$ cat src/rtl/ima_pixel_scanner.sv
// ima_pixel_scanner: raster-scan frame RAM reader feeding a valid/ready pixel stream
module ima_pixel_scanner #(
  parameter int IMG_HEIGHT = 320,
  parameter int IMG_WIDTH = 240,
  parameter int ADDR_W = 17
) (
  input  logic              clk,
  input  logic              rst_n,
  input  logic              start,
  input  logic [8:0]        mask_row_offset_in,
  input  logic [7:0]        mask_col_offset_in,
  output logic              ram_rd_en,
  output logic [ADDR_W-1:0] ram_addr,
  input  logic [11:0]       ram_rdata,
  output logic              pixel_valid,
  input  logic              pixel_ready,
  output logic [11:0]       image_pixel,
  output logic [8:0]        pixel_row,
  output logic [7:0]        pixel_col,
  output logic [8:0]        mask_row_offset,
  output logic [7:0]        mask_col_offset,
  output logic              busy,
  output logic              done
);
  localparam logic [8:0] ROW_LAST = 9'(IMG_HEIGHT - 1);
  localparam logic [7:0] COL_LAST = 8'(IMG_WIDTH - 1);
  typedef enum logic [1:0] {IDLE, RUN, DRAIN, DONE} state_t;
  state_t state, state_nx;
  logic [8:0] row, rd_row;
  logic [7:0] col, rd_col;
  logic [1:0] outst, fcnt;
  logic rd_q, wp, rp;
  logic [28:0] fifo [2];
  logic accept, out_free, from_fifo, from_ram, push, last_rd;
  assign ram_rd_en = state == RUN && outst < 2'd3;
  assign busy      = state == RUN || state == DRAIN;
  assign done      = state == DONE;
  assign accept    = pixel_valid && pixel_ready;
  assign out_free  = !pixel_valid || pixel_ready;
  assign from_fifo = out_free && fcnt != 2'd0;
  assign from_ram  = out_free && fcnt == 2'd0 && rd_q;
  assign push      = rd_q && !from_ram;
  assign last_rd   = ram_rd_en && row == ROW_LAST && col == COL_LAST;
  // next state: DRAIN ends when the only outstanding beat is accepted
  always_comb begin
    state_nx = state;
    state_nx = state == IDLE  ? (start ? RUN : IDLE) :
               state == RUN   ? (last_rd ? DRAIN : RUN) :
               state == DRAIN ? ((accept && outst == 2'd1) ? DONE : DRAIN) : IDLE;
  end
  // state, raster counters, offset latch and outstanding-read count
  always_ff @(posedge clk or negedge rst_n) begin
    if (!rst_n) begin
      state <= IDLE;
      row <= '0;
      col <= '0;
      ram_addr <= '0;
      mask_row_offset <= '0;
      mask_col_offset <= '0;
      outst <= '0;
    end else begin
      state <= state_nx;
      outst <= outst + {1'b0, ram_rd_en} - {1'b0, accept};
      if (state == IDLE && start) begin
        row <= '0;
        col <= '0;
        ram_addr <= '0;
        mask_row_offset <= mask_row_offset_in;
        mask_col_offset <= mask_col_offset_in;
      end else if (ram_rd_en) begin
        col <= col == COL_LAST ? 8'd0 : col + 8'd1;
        row <= col == COL_LAST ? row + 9'd1 : row;
        ram_addr <= ram_addr + 1'b1;
      end
    end
  end
  // tag each read with its coordinates so they line up with the returning data
  always_ff @(posedge clk or negedge rst_n) begin
    if (!rst_n) begin
      rd_q <= 1'b0;
      rd_row <= '0;
      rd_col <= '0;
    end else begin
      rd_q <= ram_rd_en;
      rd_row <= row;
      rd_col <= col;
    end
  end
  // skid FIFO and output register; FIFO head has priority over fresh RAM data
  always_ff @(posedge clk or negedge rst_n) begin
    if (!rst_n) begin
      fifo[0] <= '0;
      fifo[1] <= '0;
      wp <= 1'b0;
      rp <= 1'b0;
      fcnt <= '0;
      pixel_valid <= 1'b0;
      image_pixel <= '0;
      pixel_row <= '0;
      pixel_col <= '0;
    end else begin
      if (push) fifo[wp] <= {ram_rdata, rd_row, rd_col};
      if (push) wp <= !wp;
      if (from_fifo) rp <= !rp;
      fcnt <= fcnt + {1'b0, push} - {1'b0, from_fifo};
      if (out_free) pixel_valid <= from_fifo || from_ram;
      if (from_fifo) {image_pixel, pixel_row, pixel_col} <= fifo[rp];
      else if (from_ram) {image_pixel, pixel_row, pixel_col} <= {ram_rdata, rd_row, rd_col};
    end
  end
endmodule
$ cat config.mk
export PLATFORM = sky130hd
export DESIGN_NAME = ima_pixel_scanner
export DESIGN_NICKNAME = d
export VERILOG_FILES = /design/src/rtl/ima_pixel_scanner.sv
export SDC_FILE = /design/constraint.sdc
export NUM_CORES = 1
export LEC_CHECK = 0
export ABC_AREA = 1
export ABC_CLOCK_PERIOD_IN_PS = 1700
export CORE_ASPECT_RATIO = 1.2
export CORE_UTILIZATION = 45
export CTS_BUF_LIST = sky130_fd_sc_hd__clkbuf_16
export DETAILED_ROUTE_END_ITERATION = 12
export PLACE_DENSITY = 0.74
export SKIP_LAST_GASP = 1
export SLEW_MARGIN = 20
export SYNTH_ARGS = -nofsm -noshare
export SYNTH_HDL_FRONTEND = slang
export SYNTH_SLANG_ARGS = --single-unit
$ cat constraint.sdc
create_clock -name clk -period 1.7 [get_ports clk]
set_input_delay 0.51 -clock clk [delete_from_list [all_inputs] [get_ports clk]]
set_output_delay 0.51 -clock clk [all_outputs]
set_load 0.01 [all_outputs]
### Word-level counts from Yosys, hierarchy flattened

Index checks and enable logic that the tools add are counted.

| operators by class | value |
|---|---|
| add/sub/neg operators | 7 |
| magnitude comparators | 4 |
| equal/unequal tests | 6 |
| muxes and demuxes | 26 |
| bitwise gates (word level) | 2 |
| reductions and logical operators | 25 |

Operators by type and width:

| cell | number |
|---|---|
| $mux W29 | 4 |
| $bwmux W58 | 1 |
| $mux W9 | 5 |
| $mux W8 | 5 |
| $mux W17 | 2 |
| $demux W29 S1 | 1 |
| $mux W12 | 2 |
| $add A17 B1 Y17 const B | 1 |
| $logic_and A1 B1 Y1 | 11 |
| $add A9 B1 Y9 const B | 1 |
| $eq A9 B9 Y1 const B | 1 |
| $add A8 B1 Y8 const B | 1 |
| $eq A8 B8 Y1 const B | 1 |
| $mux W2 | 4 |
| $reduce_bool A2 Y1 | 4 |
| $add A2 B1 Y2 | 2 |
| $eq A2 B1 Y1 const B | 2 |
| $eq A2 B2 Y1 const B | 2 |
| $ge A2 B2 Y1 const B | 2 |
| $logic_not A1 Y1 | 4 |
| $logic_not A2 Y1 | 2 |
| $not A1 Y2 | 2 |
| $sub A2 B1 Y2 | 2 |
| $logic_or A1 B1 Y1 | 3 |
| other kinds (4) | 5 |

| word-level totals | value |
|---|---|
| register bits after elaboration | 165 |
| bits of input ports | 33 |
| logic and storage cells | 89 |

### Depth between registers and ports, before layout

| depth | value |
|---|---|
| depth after elaboration | 8 |
| depth in mapped cells | 10 |
| gate-level depth less buffers | 10 |

### Least setup slack after synthesis

No wires, ideal clock.

| timing | value |
|---|---|
| path type | input-to-reg |
| start point | input port pixel_ready |
| end point | register fifo[47] (netlist bit) |
| setup time | 0.126 ns |
| arrival | 1.456 ns |
| slack | 0.118 ns |
| cell stages on the path | 10 |
| buffers on the path | 3 |
| cells stage by stage | inv_1 > nand2_1 > nand2_1 > nand2_1 > or2_1 > buf_2 > buf_6 > buf_6 > nand2_1 > o21ai_1 |

| between the ends | value |
|---|---|
| cells in the longest elaborated chain, start to end | 5 |

RTL lines:

| element | RTL line | RTL |
|---|---|---|
| from (decl) | 16 | `input logic pixel_ready,` |
| $logic_or A1 B1 Y1 | 39 | `assign out_free = !pixel_valid \|\| pixel_ready;` |
| $logic_and A1 B1 Y1 (2 in series) | 41 | `assign from_ram = out_free && fcnt == 2'd0 && rd_q;` |
| $logic_not A1 Y1 | 42 | `assign push = rd_q && !from_ram;` |
| $logic_and A1 B1 Y1 | 42 |  |
| to (signal, indexed assignment) | 102 | `if (push) fifo[wp] <= {ram_rdata, rd_row, rd_col};` |
| to (decl) | 33 | `logic [28:0] fifo [2];` |

No other way between the ends.
A chain may end at the register's enable or synchronous reset.

### Worst setup path after layout

| timing | value |
|---|---|
| start point | register state[1] |
| end point | output port busy |

| between the ends | value |
|---|---|
| cells in the longest elaborated chain, start to end | 2 |
| elaborated cells between the ends (all ways) | 3 |
| those cells by class | 2 x eq/ne; 1 x reduce/logical |

RTL lines:

| element | RTL line | RTL |
|---|---|---|
| from (decl) | 28 | `state_t state, state_nx;` |
| from (signal assigned) | 62 | `state <= state_nx;` |
| $eq A2 B1 Y1 or $eq A2 B2 Y1 (tied branches) | 36 | `assign busy = state == RUN \|\| state == DRAIN;` |
| $logic_or A1 B1 Y1 * | 36 |  |
| to (decl) | 22 | `output logic busy,` |

Mark *: on every way between the ends. The rest lies on a longest branch, timed or not.

==> results.sh <==
export IMPL_die_area_um2=16300
export IMPL_cp_depth=4
export IMPL_hold_violations=0
export IMPL_tightest_slew_ps=440
export IMPL_root_buffer="clkbuf_16"
export IMPL_async_flop_share_pct=100
export IMPL_ys_seq_area_share_pct=58.1
export IMPL_routabilityCongestion=0.861
export IMPL_setup_viol=3
export IMPL_cp_max_fo=2
export IMPL_totalWireLength_um=16600
export IMPL_die_h_um=140
export IMPL_rsz0062_at_grt="true"
export IMPL_postRouteAntennaNets=0
export IMPL_cp_start_kind="register"
export IMPL_cts_tree="yes"
export IMPL_violations="negative setup slack"
export IMPL_relSlewSlack_pct=70.7
export IMPL_area_delta_synth_final_pct=31.1
export IMPL_synth_most_common_cell="nand2_1"
export IMPL_final_core_util_pct=61.3
export IMPL_clock_path_buffers=2
export IMPL_core_um2=15200
export IMPL_peakVddDrop_uv=819
export IMPL_wire_per_inst_um=14.1
export IMPL_fillers=1381
export IMPL_status="finished with violations"
export IMPL_drt_iter0_drc=515
export IMPL_antenna_found_initial=0
export IMPL_slowest_stage="dfrtp_1"
export IMPL_drive_gt1_share_pct=11.0
export IMPL_grt_pass1_wl_um=27300
export IMPL_crit_type="reg -> out"
export IMPL_r2r_worst_path_cells=10
export IMPL_yosys_warnings=0
export IMPL_max_freq_mhz=551
export IMPL_clock_sinks=165
export IMPL_powerDensity_nw_per_um2=1660
export IMPL_synthTopCellsByArea="dfrtp_1 58%, nand2_1 11%, o21ai_0 7.4%, nor2_1 5.4%, inv_1 3.7%"
export IMPL_slew_viol_final=0
export IMPL_syn_num_nets=867
export IMPL_start_util_pct=46.8
export IMPL_die_width_um=117
export IMPL_ys_flop_type="dfrtp_1"
export IMPL_fin_crit_sh_pct=107
export IMPL_endpoint_kind="output pin"
export IMPL_grt_overflow=0
export IMPL_dp_slack_ps=-399
export IMPL_synth_seq_cells=165
export IMPL_drc=0
export IMPL_critPathMaxStageDelay_ps=380
export IMPL_synthTopCellsByCount="211 x nand2_1, 165 x dfrtp_1, 105 x o21ai_0"
export IMPL_crit_path_frequent_cell="buf_6"
export IMPL_crit_path_cell_trace="inv_2 -> buf_6 -> ha_4 -> buf_6"
export IMPL_path_buf_inv=3
export IMPL_port_buffers=99
export IMPL_clock_latency_ps=430
export IMPL_via_per_inst=5.04
export IMPL_fin_ws_ps=-113
export IMPL_insertedDiodeCount=0
export IMPL_min_to="rd_col[7]"
export IMPL_stdcell_count=1181
export IMPL_arrival_ps=1300
export IMPL_pin_count=100
export IMPL_required_ps=1190
export IMPL_p_leak_nw=4.59
export IMPL_cts_buffers=17
export IMPL_drt_pre_antenna_iters=5
export IMPL_rrSetupSlack_ps=140
export IMPL_hold_class="reg -> reg"
export IMPL_fin_crit_ps=1810
export IMPL_htreeDepth=4
export IMPL_grt_use_total_pct=21.4
export IMPL_r2r_start="state[1]"
export IMPL_hp_start="col[7]"
export IMPL_vias=5950
export IMPL_num_rows=49
export IMPL_critPathTopFamily="flip-flops"
export IMPL_syn_inst=823
export IMPL_fin_skew_ps=4.88
export IMPL_syn_area_um2=7110
export IMPL_path_clk_slew_ps=60
export IMPL_synth_top_cell_by_area="dfrtp_1"
export IMPL_synth_edf_count=0
export IMPL_syn_area_per_cell_um2=8.64
export IMPL_cap_violations=0
export IMPL_grt_pass1_vias=5788
export IMPL_placed_cells=1140
export IMPL_grt_max_degree=60
export IMPL_yosysUniqueCellTypes=28
export IMPL_rr_endpoint="ram_addr[16]"
export IMPL_hold_depth=0
export IMPL_dp_hpwl_um=10600
export IMPL_yosysTopAreaCellShare_pct=58.1
export IMPL_finalNetCount=1008
what timing repair did:
item / CTS / global route
buffers inserted: 5 / 7
cloned: 0 / 1
endpoints found under the setup margin: 72 / 56
resized for setup: 86 / 21
hold endpoints to repair: 23 / 0
hold buffers: 1 / 0
pin swaps: 3 / 3
through the flow:
step,cell area [um^2],power [W],hold WS [ps],setup TNS [ps]
after floorplan,7110,0.00907,214,0
after global placement,8700,0.0120,378,-26790
after detailed placement,8700,0.0122,382,-30050
after CTS,9220,0.0153,393,-500
after global routing,9320,0.0165,411,-437
final,9320,0.0154,395,-309
worst register-to-register path: stages (launching register included):
cell and delay [ps]:
dfrtp_1 380, inv_2 90, ha_4 160, nand2_4 60, buf_6 160, nor2_1 160
nand2_2 120, nor2_2 140, nand3_1 80, nand2_1 60, nor2_1 40
layout make-up:
type / instances / area [um^2] / area share [%]
multi-input combinational: 550 / 2610 / 28.0
clock buffer: 17 / 425 / 4.56
inverter: 71 / 270 / 2.90
clock inverter: 15 / 100 / 1.07
sequential: 165 / 4130 / 44.3
tap: 204 / 255 / 2.74
timing repair buffer: 159 / 1530 / 16.4
how the worst max path moves through the flow:
stage	start	endpoint	slack, ps
6_report	state[1]	busy	-110
5_1_grt	state[0]	ram_rd_en	-160
4_1_cts	state[1]	ram_rd_en	-230
3_5_place_dp	pixel_ready	fifo[41]	-400
3_3_place_gp	pixel_ready	fifo[45]	-330
2_1_floorplan	pixel_ready	fifo[47]	120
state kept, by name, summed over array words and instances, names as in the netlist, 2 cells and up:
name / flops
pixel_row: 9
mask_row_offset: 9
image_pixel: 12
fcnt: 2
state: 2
col: 8
rd_col: 8
ram_addr: 17
outst: 2
mask_col_offset: 8
rd_row: 9
pixel_col: 8
row: 9
fifo: 58
report_power, final:
group	internal, W	switching, W	total (W)
clock network	0.00196	0.00149	0.00345
registers	0.00508	0.000656	0.00574
logic	0.00274	0.00352	0.00626
total	0.00978	0.00566	0.0154
metal layers:
layer | global-route usage [%] | part of all wire [%] | vias to the layer above | wire, um
met5 | 0 | 0 | - | 0
met4 | 7.86 | 1.8 | 0 | 299
met3 | 4.97 | 4.4 | 31 | 736
met2 | 35.4 | 50 | 155 | 8260
met1 | 27.3 | 44 | 2826 | 7350
li1 | - | - | 2938 | -
cells in the final DEF (no fill, tap or decap), types with 10 or more instances in the layout:
master	instances
clkbuf_16	18
a21oi_1	16
nand3_1	28
nand2_1	207
buf_4	44
dfrtp_1	164
nor2_1	100
o21ai_0	103
inv_1	69
o211ai_1	11
clkdlybuf4s50_1	31
buf_12	10
o21ai_1	22
dlygate4sd2_1	62
a31oi_1	18
cells by family (layout without fill, tap and decap cells):
family                     Yosys count  after routing  share of synthesized area, %
buffers and inverters              108            262                          6.16
DFF                                165            165                          58.1
adders and majority gates           11             11                          1.94
xor gates and xnor gates             8              8                         0.985
AOI/OAI and AO/OA                  173            173                          13.0
and+or+nand+nor                    358            358                          19.8
No activity file was read; power rests on OpenSTA's default activity.
